$ cat src/rtl/bk_sub_pkg.sv
// Shared constants for the pipelined Brent-Kung subtractor: default width,
// pipeline depth and the index of each stage inside the valid vector.
package bk_sub_pkg;

    localparam int BK_W_DEFAULT = 32;
    localparam int BK_LATENCY   = 3;

    localparam int BK_STG_S1 = 0;
    localparam int BK_STG_S2 = 1;
    localparam int BK_STG_S3 = 2;

    // Number of prefix-tree levels for a power-of-two width.
    function automatic int bk_log2(input int w);
        int r;
        r = 0;
        for (int i = 0; i < 8; i++) begin
            if ((1 << i) < w) begin
                r = i + 1;
            end
        end
        return r;
    endfunction

endpackage

$ cat src/rtl/bk_pg_merge.sv
// Brent-Kung prefix cell: merges a higher group (hi) with the adjacent lower
// group (lo) into one generate/propagate pair.
module bk_pg_merge
    import bk_sub_pkg::*;
(
    input  logic g_hi,
    input  logic p_hi,
    input  logic g_lo,
    input  logic p_lo,
    output logic g_out,
    output logic p_out
);

    assign g_out = g_hi | (p_hi & g_lo);
    assign p_out = p_hi & p_lo;

endmodule

$ cat src/rtl/bk_sub32_pipe.sv
// Three-stage pipelined subtractor d = a - b - bin built on a Brent-Kung prefix
// network (a + ~b + ~bin). Define BK_SUB_OVF_EN to add the signed-overflow port.
module bk_sub32_pipe
    import bk_sub_pkg::*;
#(
    parameter int W = BK_W_DEFAULT
) (
    input  logic         clk,
    input  logic         rst,
    input  logic         in_valid,
    output logic         in_ready,
    input  logic [W-1:0] a,
    input  logic [W-1:0] b,
    input  logic         bin,
    output logic         out_valid,
    input  logic         out_ready,
    output logic [W-1:0] d,
    output logic         bout
`ifdef BK_SUB_OVF_EN
   ,output logic         ovf
`endif
);

    localparam int LOG = bk_log2(W);

    logic [BK_LATENCY-1:0] valid_reg;
    logic                  advance;

    logic [W-1:0] s1_p_reg, s1_g_reg;
    logic         s1_cin_reg;
    logic [W-1:0] s2_g_reg, s2_p_reg, s2_pbit_reg;
    logic         s2_cin_reg;
    logic [W-1:0] d_reg;
    logic         bout_reg;

    logic [W-1:0] g0_fold;
    logic [W-1:0] up_g, up_p;
    logic [W-1:0] carry_vec;
    logic [W-1:0] d_next;
    logic         bout_next;

`ifdef BK_SUB_OVF_EN
    logic s1_sa_reg, s1_sb_reg;
    logic s2_sa_reg, s2_sb_reg;
    logic ovf_reg;
    logic ovf_next;
`endif

    // Global stall: every stage moves only when the output slot can drain.
    assign advance   = ~valid_reg[BK_STG_S3] | out_ready;
    assign in_ready  = advance;
    assign out_valid = valid_reg[BK_STG_S3];
    assign d         = d_reg;
    assign bout      = bout_reg;
`ifdef BK_SUB_OVF_EN
    assign ovf       = ovf_reg;
`endif

    always_ff @(posedge clk) begin
        if (rst) begin
            valid_reg <= '0;
        end else if (advance) begin
            valid_reg[BK_STG_S1] <= in_valid;
            valid_reg[BK_STG_S2] <= valid_reg[BK_STG_S1];
            valid_reg[BK_STG_S3] <= valid_reg[BK_STG_S2];
        end
    end

    // S1: per-bit propagate/generate of a + ~b, carry-in is the inverted borrow.
    always_ff @(posedge clk) begin
        if (advance) begin
            s1_p_reg   <= a ^ ~b;
            s1_g_reg   <= a & ~b;
            s1_cin_reg <= ~bin;
`ifdef BK_SUB_OVF_EN
            s1_sa_reg  <= a[W-1];
            s1_sb_reg  <= b[W-1];
`endif
        end
    end

    // Folding cin into bit 0 turns every prefix generate into a true carry-out.
    assign g0_fold = {s1_g_reg[W-1:1], s1_g_reg[0] | (s1_p_reg[0] & s1_cin_reg)};

    genvar gl, gi;

    generate
        for (gl = 0; gl < LOG; gl++) begin : g_up
            logic [W-1:0] g_in, p_in, g_lvl, p_lvl;
            if (gl == 0) begin : g_base
                assign g_in = g0_fold;
                assign p_in = s1_p_reg;
            end else begin : g_link
                assign g_in = g_up[gl-1].g_lvl;
                assign p_in = g_up[gl-1].p_lvl;
            end
            for (gi = 0; gi < W; gi++) begin : g_bit
                if (((gi + 1) % (1 << (gl + 1))) == 0) begin : g_node
                    bk_pg_merge u_merge (
                        .g_hi (g_in[gi]),
                        .p_hi (p_in[gi]),
                        .g_lo (g_in[gi-(1<<gl)]),
                        .p_lo (p_in[gi-(1<<gl)]),
                        .g_out(g_lvl[gi]),
                        .p_out(p_lvl[gi])
                    );
                end else begin : g_pass
                    assign g_lvl[gi] = g_in[gi];
                    assign p_lvl[gi] = p_in[gi];
                end
            end
        end
    endgenerate

    assign up_g = g_up[LOG-1].g_lvl;
    assign up_p = g_up[LOG-1].p_lvl;

    // S2: up-sweep group tree plus the raw bit propagates needed for the sum.
    always_ff @(posedge clk) begin
        if (advance) begin
            s2_g_reg    <= up_g;
            s2_p_reg    <= up_p;
            s2_pbit_reg <= s1_p_reg;
            s2_cin_reg  <= s1_cin_reg;
`ifdef BK_SUB_OVF_EN
            s2_sa_reg   <= s1_sa_reg;
            s2_sb_reg   <= s1_sb_reg;
`endif
        end
    end

    // Down-sweep: fill in the prefixes the up-sweep left as partial groups.
    generate
        for (gl = 0; gl < LOG - 1; gl++) begin : g_dn
            logic [W-1:0] g_in, p_in, g_lvl, p_lvl;
            if (gl == LOG - 2) begin : g_top
                assign g_in = s2_g_reg;
                assign p_in = s2_p_reg;
            end else begin : g_link
                assign g_in = g_dn[gl+1].g_lvl;
                assign p_in = g_dn[gl+1].p_lvl;
            end
            for (gi = 0; gi < W; gi++) begin : g_bit
                if ((((gi + 1) % (1 << (gl + 1))) == (1 << gl)) && (gi >= (1 << (gl + 1)))) begin : g_node
                    bk_pg_merge u_merge (
                        .g_hi (g_in[gi]),
                        .p_hi (p_in[gi]),
                        .g_lo (g_in[gi-(1<<gl)]),
                        .p_lo (p_in[gi-(1<<gl)]),
                        .g_out(g_lvl[gi]),
                        .p_out(p_lvl[gi])
                    );
                end else begin : g_pass
                    assign g_lvl[gi] = g_in[gi];
                    assign p_lvl[gi] = p_in[gi];
                end
            end
        end
    endgenerate

    // Prefix propagates are dead once cin lives inside bit 0's generate.
    logic unused_prefix_p;
    assign unused_prefix_p = ^g_dn[0].p_lvl;

    assign carry_vec = {g_dn[0].g_lvl[W-2:0], s2_cin_reg};
    assign d_next    = s2_pbit_reg ^ carry_vec;
    assign bout_next = ~g_dn[0].g_lvl[W-1];
`ifdef BK_SUB_OVF_EN
    assign ovf_next  = (s2_sa_reg ^ s2_sb_reg) & (d_next[W-1] ^ s2_sa_reg);
`endif

    // S3: result register, held while the consumer stalls.
    always_ff @(posedge clk) begin
        if (rst) begin
            d_reg    <= '0;
            bout_reg <= 1'b0;
`ifdef BK_SUB_OVF_EN
            ovf_reg  <= 1'b0;
`endif
        end else if (advance) begin
            d_reg    <= d_next;
            bout_reg <= bout_next;
`ifdef BK_SUB_OVF_EN
            ovf_reg  <= ovf_next;
`endif
        end
    end

endmodule

$ cat config.mk
export PLATFORM = sky130hd
export DESIGN_NAME = bk_sub32_pipe
export DESIGN_NICKNAME = d
export VERILOG_FILES = /design/src/rtl/bk_sub_pkg.sv /design/src/rtl/bk_pg_merge.sv /design/src/rtl/bk_sub32_pipe.sv
export SDC_FILE = /design/constraint.sdc
export NUM_CORES = 1
export LEC_CHECK = 0
export ABC_AREA = 1
export ABC_CLOCK_PERIOD_IN_PS = 8200
export CELL_PAD_IN_SITES_DETAIL_PLACEMENT = 2
export CELL_PAD_IN_SITES_GLOBAL_PLACEMENT = 2
export CORE_ASPECT_RATIO = 0.75
export CORE_UTILIZATION = 30
export CTS_CLUSTER_DIAMETER = 80
export DETAILED_ROUTE_END_ITERATION = 10
export PLACE_DENSITY = 0.7
export SETUP_SLACK_MARGIN = 0.3
export SYNTH_ARGS = -nofsm -noshare
export SYNTH_HDL_FRONTEND = slang
export SYNTH_SLANG_ARGS = --single-unit
export TNS_END_PERCENT = 30
$ cat constraint.sdc
create_clock -name clk -period 8.2 [get_ports clk]
set_clock_uncertainty 0.15 [all_clocks]
set_input_delay 0.82 -clock clk [delete_from_list [all_inputs] [get_ports clk]]
set_output_delay 0.82 -clock clk [all_outputs]
set_load 0.01 [all_outputs]
==> metrics.cfg, run 1 <==
[pwr]
fin_total_pwr_mw=2.21
powerDensity_nw_per_um2=248
ir_worst_vdd_mv=0.137
p_leak_nw=3.87

[synthesis]
synth-seq-cells=177
synth_cells=502
yosysTopAreaCell=edfxtp_1
synth_area_um2=6940
muxShareOfSynthArea_pct=0
synthFlopType=edfxtp_1
synth-compound-area-share_pct=7.33
synth-adder-area-share_pct=8.47
yosysTopAreaCellShare_pct=61.0
synth-xor-area-share_pct=2.14
synth_most_common_cell=edfxtp_1
synth_edf_count=141
synth_commonest_cells=edfxtp_1, inv_1, nor2_1, ha_1, dfxtp_1
synthTopCellsByArea=edfxtp_1, dfxtp_1, ha_1
avgSynthCellArea_um2=13.8
ys_warn_count=0
synthSimpleGateAreaFrac_pct=6.29
ys_async_sr_fraction_pct=0
syn-num-nets=618
synth_top_family_by_area=adder cells
ys_types=23
yosysSeqAreaShare_pct=71.4

[floorplanning]
start_util_pct=31.0
io_pins=104
fp.dieArea_um2=23800
num_rows=47
core_area_um2=22400
die_y_um=134
die_w_um=178

[grt]
grt_max_degree=92
grt_pass1_vias=4527
antenna_found_initial=0
grt_use_met2_pct=22.3
use_met1_pct=16.1
grt.overflow.total=0
grtUsageMet3_pct=3.37
busiest_layer=met2
grt_pass1_wl_um=23500
grt_usage_pct=13.2

[placement]
post-place-ws_ns=4.01
placed_cell_area_um2=8300
gp_congestion=0.749
port_buffers=103
dp_hpwl_um=9960

[timing]
worstMarginPinSlew_ns=1.10
drv_slew=0
finalCritPeriodShare_pct=51.2
relSlewSlack_pct=26.4
layout_setup_ws_ns=4.00
hold_viol_final=0
setup_tns_ns=0
setup_viol=0
rsz0062_at_grt=no
hold-worst-slack_ns=0.288
period_needed_ns=4.20
max_freq_ghz=0.238

[setup_path]
worst_ep_arrival_time_ns=3.23
path_class=in2out
end_kind=primary output
cp_cell_sequence=clkdlybuf4s50_1 -> nor2_4 -> inv_6 -> clkdlybuf4s50_1
cp_slowest_cell=nor2_4
cp-start-kind=primary input
crit_path_frequent_cell=clkdlybuf4s50_1
cp_max_fo=91
cpPeakStageDelay_ns=0.76
cp_data_required_time_ns=7.23

[clock_network]
cts_tree=yes
cts_setup_buffers=0
cts_resized=0
clkSinkCount=177
root_buffer=clkbuf_16
cts_buffers=17
ctsHoldBuffers=0
htreeDepth=4
path_clk_slew_ns=0.07
clock_path_buffers=2
clk-insertion-delay-late_ns=0.43

[cells_and_area]
area_delta_synth_final_pct=28.0
drive_gt1_share_pct=7.80
final_area_um2=8890
antenna_cells=0
final_nets=731

[route]
firstDrtPassIters=4
num_vias=4021
via_per_inst=4.36
ant_nets=0
wl_um=14300
wl_per_cell_um=15.5
drc=0
detail_route.iter0.violations=212

[flow_run]
maxCapViolCount=0

[run_status]
outcome=complete, no violations

[worst_hold_path]
hold_path.class=reg2reg

==> per-stage QoR <==
step	cells	util (%)
floorplan	502	-
global placement	890	37.1
detailed placement	890	37.1
CTS	922	39.7
global route	922	39.7
finish	922	39.7
==> cell type report <==
cell class	count	area, um2
Fill cell	2226	13500
Sequential cell	177	4950
Multi-Input combinational cell	247	1680
Timing Repair Buffer	104	1040
Clock buffer	17	425
Tap cell	294	368
Inverter	68	260
Clock inverter	15	161
==> placed cells by master (no fill, tap or decap), types with 6 or more instances in the layout <==
cell type / n
a21o_1: 17
a21oi_1: 13
clkbuf_16: 17
clkdlybuf4s50_1: 103
dfxtp_1: 36
edfxtp_1: 141
ha_1: 47
inv_1: 64
inv_6: 6
nand2_1: 22
nand2_2: 9
nand3_1: 11
nor2_1: 56
o21ai_0: 20
o21ai_1: 15
o21bai_1: 15
xnor2_1: 17
==> power by group <==
group	internal [mW]	switching (mW)	total [mW]
combinational	0.139	0.120	0.259
clock	0.410	0.390	0.801
sequential	1.09	0.0577	1.15
total	1.64	0.568	2.21
==> final timing paths <==
path,from,end,slack (ns),depth (start not counted)
setup / recovery,out_ready,in_ready,4.00,4
hold / removal,g_dn[3].g_in[31],bout,0.29,1
hold reg to reg,g_dn[3].g_in[31],bout,0.29,1
setup reg to reg,valid_reg[2],d[15],5.13,7
==> cells by family (layout without fill, tap and decap cells) <==
family,after synthesis,in the layout
compound gates,82,82
buf+inv,78,204
xor+xnor,17,17
simple gates,101,101
fa+ha+maj,47,47
flops,177,177
==> critical path: cells and delay by family <==
family / cells / cell delay, ns
and+or+nand+nor: 1 / 0.76
buffers and inverters: 3 / 1.55
==> routing by layer <==
| layer | up-vias | part of all wire [%] |
|---|---|---|
| met3 | 9 | 3.8 |
| met5 | - | 0 |
| met1 | 1978 | 45 |
| li1 | 1960 | - |
| met2 | 74 | 50 |
| met4 | 0 | 1.2 |
Power figures use the tool's default switching activity.
==> inputs of run 2 (changes only) <==
- ABC_CLOCK_PERIOD_IN_PS: 8200 -> 4100
- clock period: 8.2 -> 4.1 ns (I/O delays scaled with it)
==> metrics.cfg, run 2 (synthesis gave the netlist of run 1 again) <==
[grt]
antenna_found_initial=0  ; unchanged
grt.overflow.total=0  ; unchanged
grt_usage_pct=13.2  ; about the same
grt_pass1_wl_um=23500  ; about the same
grt_pass1_vias=4550  ; was 4527
grt_max_degree=180  ; was 92

[timing]
setup_tns_ns=0  ; unchanged
max_freq_ghz=0.403
period_needed_ns=2.48
hold_viol_final=0  ; unchanged
relSlewSlack_pct=26.8  ; was 26.4%
layout_setup_ws_ns=1.62  ; was 4.00 ns
rsz0062_at_grt=no  ; unchanged
drv_slew=0  ; unchanged
worstMarginPinSlew_ns=1.10  ; about the same
finalCritPeriodShare_pct=60.5
setup_viol=0  ; unchanged

[setup_path]
reg2reg_slack_ns=1.91  ; was 5.13 ns
end_kind=primary output  ; unchanged
worst_ep_arrival_time_ns=1.92  ; was 3.23 ns
cp_data_required_time_ns=3.54  ; was 7.23 ns
crit_start=out_ready  ; unchanged
rr_endpoint=d[23]  ; was d[15]
r2r_cells=8  ; was 7
path_class=in2out  ; unchanged
rr_startpoint=valid_reg[2]  ; unchanged
cp-start-kind=primary input  ; unchanged
cp_max_fo=34  ; was 91

[flow_run]
maxCapViolCount=0  ; unchanged

[pwr]
ir_worst_vdd_mv=0.287  ; was 0.137 mV
powerDensity_nw_per_um2=492  ; was 248 nW/um2
p_comb_share_pct=11.8  ; about the same
switchingPower_mw=1.12  ; was 0.568 mW
switching_share_pct=25.6  ; was 25.7%
share_seq_of_total_power_pct=52.3  ; was 51.9%
pwr-share-clk_pct=35.9  ; was 36.3%
p_leak_nw=3.86  ; was 3.87 nW
internal_power_mw=3.26  ; was 1.64 mW

[route]
num_vias=4051  ; was 4021
wl_per_cell_um=15.7  ; was 15.5 um
via_per_inst=4.39  ; was 4.36
drc=0  ; unchanged
detail_route.iter0.violations=188  ; was 212
ant_nets=0  ; unchanged
wl_um=14500  ; was 14300 um
firstDrtPassIters=4  ; unchanged

[cells_and_area]
final_area_um2=8900  ; was 8890 um2
area_delta_synth_final_pct=28.2  ; was 28.0%
final_nets=732  ; was 731
final_common_cell=edfxtp_1  ; unchanged
drive_gt1_share_pct=7.95  ; was 7.80%
final_cell_mix=edfxtp_1, clkdlybuf4s50_1, inv_1, nor2_1, ha_1  ; unchanged
antenna_cells=0  ; unchanged

[placement]
gp_congestion=0.686  ; was 0.749
post-place-ws_ns=1.35  ; was 4.01 ns
port_buffers=103  ; unchanged
placed_cell_area_um2=8320  ; was 8300 um2
dp_hpwl_um=10100  ; was 9960 um

[floorplanning]
die_y_um=134  ; unchanged
io_pins=104  ; unchanged
die_w_um=178  ; unchanged
start_util_pct=31.0  ; unchanged
core_area_um2=22400  ; unchanged
fp.dieArea_um2=23800  ; unchanged
num_rows=47  ; unchanged

[clock_network]
cts_setup_buffers=0  ; unchanged
htreeDepth=4  ; unchanged
cts_buffers=17  ; unchanged
clkSinkCount=177  ; unchanged
root_buffer=clkbuf_16  ; unchanged
ctsHoldBuffers=0  ; unchanged
clock_path_buffers=2  ; unchanged
cts_resized=0  ; unchanged
cts_tree=yes  ; unchanged
clk-insertion-delay-late_ns=0.43  ; about the same
path_clk_slew_ns=0.07  ; about the same

[worst_hold_path]
hold_path_end=bout  ; unchanged
hold_path.class=reg2reg  ; unchanged
holdPathStages=1  ; unchanged
hold_start=g_dn[3].g_in[31]  ; unchanged

[run_status]
outcome=complete, no violations  ; unchanged

## run 2: layout make-up
| cell class | instances | area (um2) |
|---|---|---|
| inverters | 68 | 260 |
| clock buffers | 17 | 425 |
| multi-input cells | 247 | 1680 |
| clock inverters | 15 | 151 |
| well taps | 294 | 368 |
| repair buffers | 105 | 1060 |
| fillers | 2233 | 13500 |
| flip-flops and latches | 177 | 4950 |
## run 2: worst max-delay path: stages
cell and delay [ns]:
clkdlybuf4s50_1 0.44, nor2_4 0.11, buf_4 0.39, inv_6 0.05, clkdlybuf4s50_1 0.50
## run 2: worst max-delay path by stage
stage	end	slack [ns]
floorplan	g_dn[3].g_in[0]	1.24
finish	in_ready	1.62
global placement	d[23]	1.50
global route	in_ready	1.54
detailed placement	d[23]	1.35
CTS	in_ready	1.58
## run 2: stage by stage
step	utilization (%)	hold slack [ns]	cells	total power, mW
after floorplan	-	0.249	502	2.55
after global placement	37.2	0.254	891	2.82
after detailed placement	37.2	0.277	891	2.87
after CTS	39.7	0.284	923	4.46
after global routing	39.7	0.303	923	4.59
final	39.7	0.282	923	4.38
## run 2: layer usage
metal | track usage (%) | part of all wire (%) | wire (um)
met5 | 0 | 0 | 0
met1 | 15.6 | 44 | 6420
met3 | 3.08 | 3.3 | 474
met2 | 23.1 | 51 | 7320
met4 | 5.41 | 1.7 | 246
## run 2: power groups by stage
| stage | logic, mW | registers (mW) | clock network (mW) |
|---|---|---|---|
| after floorplan | 0.231 | 2.32 | 0 |
| after global placement | 0.505 | 2.32 | 0 |
| after detailed placement | 0.531 | 2.34 | 0 |
| after CTS | 0.539 | 2.30 | 1.63 |
| after global routing | 0.585 | 2.32 | 1.69 |
| final | 0.518 | 2.29 | 1.57 |
==> inputs of run 3 (changes only) <==
- ABC_CLOCK_PERIOD_IN_PS: 4100 -> 2300
- clock period: 4.1 -> 2.3 ns (I/O delays scaled with it)
==> metrics.cfg, run 3 (synthesis gave the netlist of run 1 again) <==
[timing]
hold-worst-slack_ns=0.213  ; was 0.282 ns
rsz0062_at_grt=no  ; unchanged
finalCritPeriodShare_pct=81.3
period_needed_ns=1.87
max_freq_ghz=0.535
layout_setup_ws_ns=0.431  ; was 1.62 ns
hold_viol_final=0  ; unchanged
setup_viol=0  ; unchanged
drv_slew=0  ; unchanged
worstMarginPinSlew_ns=0.386  ; was 1.10 ns
setup_tns_ns=0  ; unchanged
relSlewSlack_pct=74.3  ; was 26.8%

[clock_network]
htreeDepth=4  ; unchanged
root_buffer=clkbuf_16  ; unchanged
path_clk_slew_ns=0.07  ; about the same
cts_tree=yes  ; unchanged
cts_buffers=17  ; unchanged
clkSinkCount=177  ; unchanged
clock_path_buffers=2  ; unchanged
ctsHoldBuffers=0  ; unchanged
clk-insertion-delay-late_ns=0.43  ; about the same

[grt]
grt_max_degree=49  ; was 180
grt_pass1_vias=4443  ; was 4550
grt.overflow.total=0  ; unchanged
grt_pass1_wl_um=23100  ; was 23500 um
grt_usage_pct=12.9  ; was 13.2%
antenna_found_initial=0  ; unchanged

[floorplanning]
start_util_pct=31.0  ; unchanged
core_area_um2=22400  ; unchanged
die_w_um=178  ; unchanged
fp.dieArea_um2=23800  ; unchanged
num_rows=47  ; unchanged
die_y_um=134  ; unchanged
io_pins=104  ; unchanged

[setup_path]
cp_top_family=buffers and inverters  ; unchanged
path_class=reg2out  ; was in2out
cp-start-kind=register  ; was primary input
cp_max_fo=7  ; was 34
path_buf_inv=3  ; was 4
cp_data_required_time_ns=1.92  ; was 3.54 ns
end_kind=primary output  ; unchanged
cp_cell_sequence=inv_1 -> nor2_4 -> inv_6 -> clkdlybuf4s50_1  ; was clkdlybuf4s50_1 -> nor2_4 -> buf_4 -> inv_6 -> clkdlybuf4s50_1
cp_slowest_cell=clkdlybuf4s50_1  ; unchanged
r2r_cells=9  ; was 8
cpPeakStageDelay_ns=0.54  ; was 0.50 ns
crit_cells=4  ; was 5
worst_ep_arrival_time_ns=1.49  ; was 1.92 ns

[placement]
gp_congestion=0.718  ; was 0.686
port_buffers=103  ; unchanged
post-place-ws_ns=0.250  ; was 1.35 ns
placed_cell_area_um2=8420  ; was 8320 um2
dp_hpwl_um=10500  ; was 10100 um

[cells_and_area]
final_area_um2=9040  ; was 8900 um2
final_util_pct=40.4  ; was 39.7%
final_nets=743  ; was 732
drive_gt1_share_pct=9.69  ; was 7.95%
final_common_cell=edfxtp_1  ; unchanged
final_cell_mix=edfxtp_1, clkdlybuf4s50_1, inv_1, nor2_1, ha_1  ; unchanged
area_delta_synth_final_pct=30.2  ; was 28.2%
antenna_cells=0  ; unchanged
nFillCells=2240  ; was 2233

[route]
detail_route.iter0.violations=204  ; was 188
via_per_inst=4.34  ; was 4.39
wl_per_cell_um=15.5  ; was 15.7 um
wl_um=14500  ; about the same
num_vias=4053  ; was 4051
firstDrtPassIters=4  ; unchanged
drc=0  ; unchanged
ant_nets=0  ; unchanged

[worst_hold_path]
hold_path.class=in2reg  ; was reg2reg
holdPathStages=2  ; was 1

[flow_run]
maxCapViolCount=0  ; unchanged

[pwr]
p_leak_nw=3.94  ; was 3.86 nW
ir_worst_vdd_mv=0.488  ; was 0.287 mV
powerDensity_nw_per_um2=882  ; was 492 nW/um2

[run_status]
outcome=complete, no violations  ; unchanged

-- run 3: cell count changes in the layout (fill, tap and decap cells not counted), sizes merged --
cell    delta
bufinv     +2
clkinv     -3
clkbuf     +1
buf       +11
-- run 3: worst paths after layout --
check,startpoint,endpoint,slack (ns)
worst max register to register,g_dn[3].g_in[15],d[31],0.44
worst max-delay path,valid_reg[2],in_ready,0.43
worst min register to register,g_dn[3].g_in[31],bout,0.28
worst min-delay path,rst,valid_reg[2],0.21
-- run 3: worst reg2reg max path, delay by kind of cell (launching register included) --
family                   cells  cell delay, ns
AO/OA/AOI/OAI                4            0.66
flip-flops                   1            0.41
adder cells (fa/ha/maj)      1            0.18
buffers and inverters        2            0.13
AND/OR/NAND/NOR              1            0.13
XOR/XNOR                     1            0.08
-- run 3: layout make-up --
| class | count | area [um2] | share of cell area, % |
|---|---|---|---|
| multi-input combinational | 247 | 1690 | 18.7 |
| clock inverter | 14 | 175 | 1.94 |
| sequential | 177 | 4950 | 54.8 |
| tap | 294 | 368 | 4.07 |
| inverter | 68 | 260 | 2.88 |
| clock buffer | 18 | 429 | 4.75 |
| timing repair buffer | 116 | 1170 | 12.9 |
-- run 3: per-layer routing --
| metal | part of all wire [%] | up-vias | track usage, % |
|---|---|---|---|
| li1 | - | 1984 | - |
| met1 | 46 | 1980 | 16.2 |
| met3 | 3.4 | 11 | 2.94 |
| met2 | 49 | 78 | 21.8 |
| met5 | 0 | - | 0 |
| met4 | 1.2 | 0 | 4.70 |
-- run 3: what timing repair did --
action                                  in CTS  in global routing
resized for setup                            0                  2
endpoints found under the setup margin       2                  2
buffers inserted                             1                  0
-- run 3: metrics by stage --
| stage | total power [mW] | cells |
|---|---|---|
| global placement | 5.06 | 901 |
| detailed placement | 5.12 | 901 |
| CTS | 8.11 | 934 |
| finish | 7.98 | 934 |
| floorplan | 4.54 | 502 |
| global route | 8.33 | 934 |
-- run 3: report_power, final --
| group | switching [mW] | total, mW | internal [mW] | leakage [nW] |
|---|---|---|---|---|
| Sequential | 0.207 | 4.08 | 3.88 | 1.84 |
| Clock | 1.30 | 2.94 | 1.65 | 0.289 |
| Combinational | 0.431 | 0.947 | 0.516 | 1.81 |
| Total | 1.94 | 7.98 | 6.04 | 3.94 |
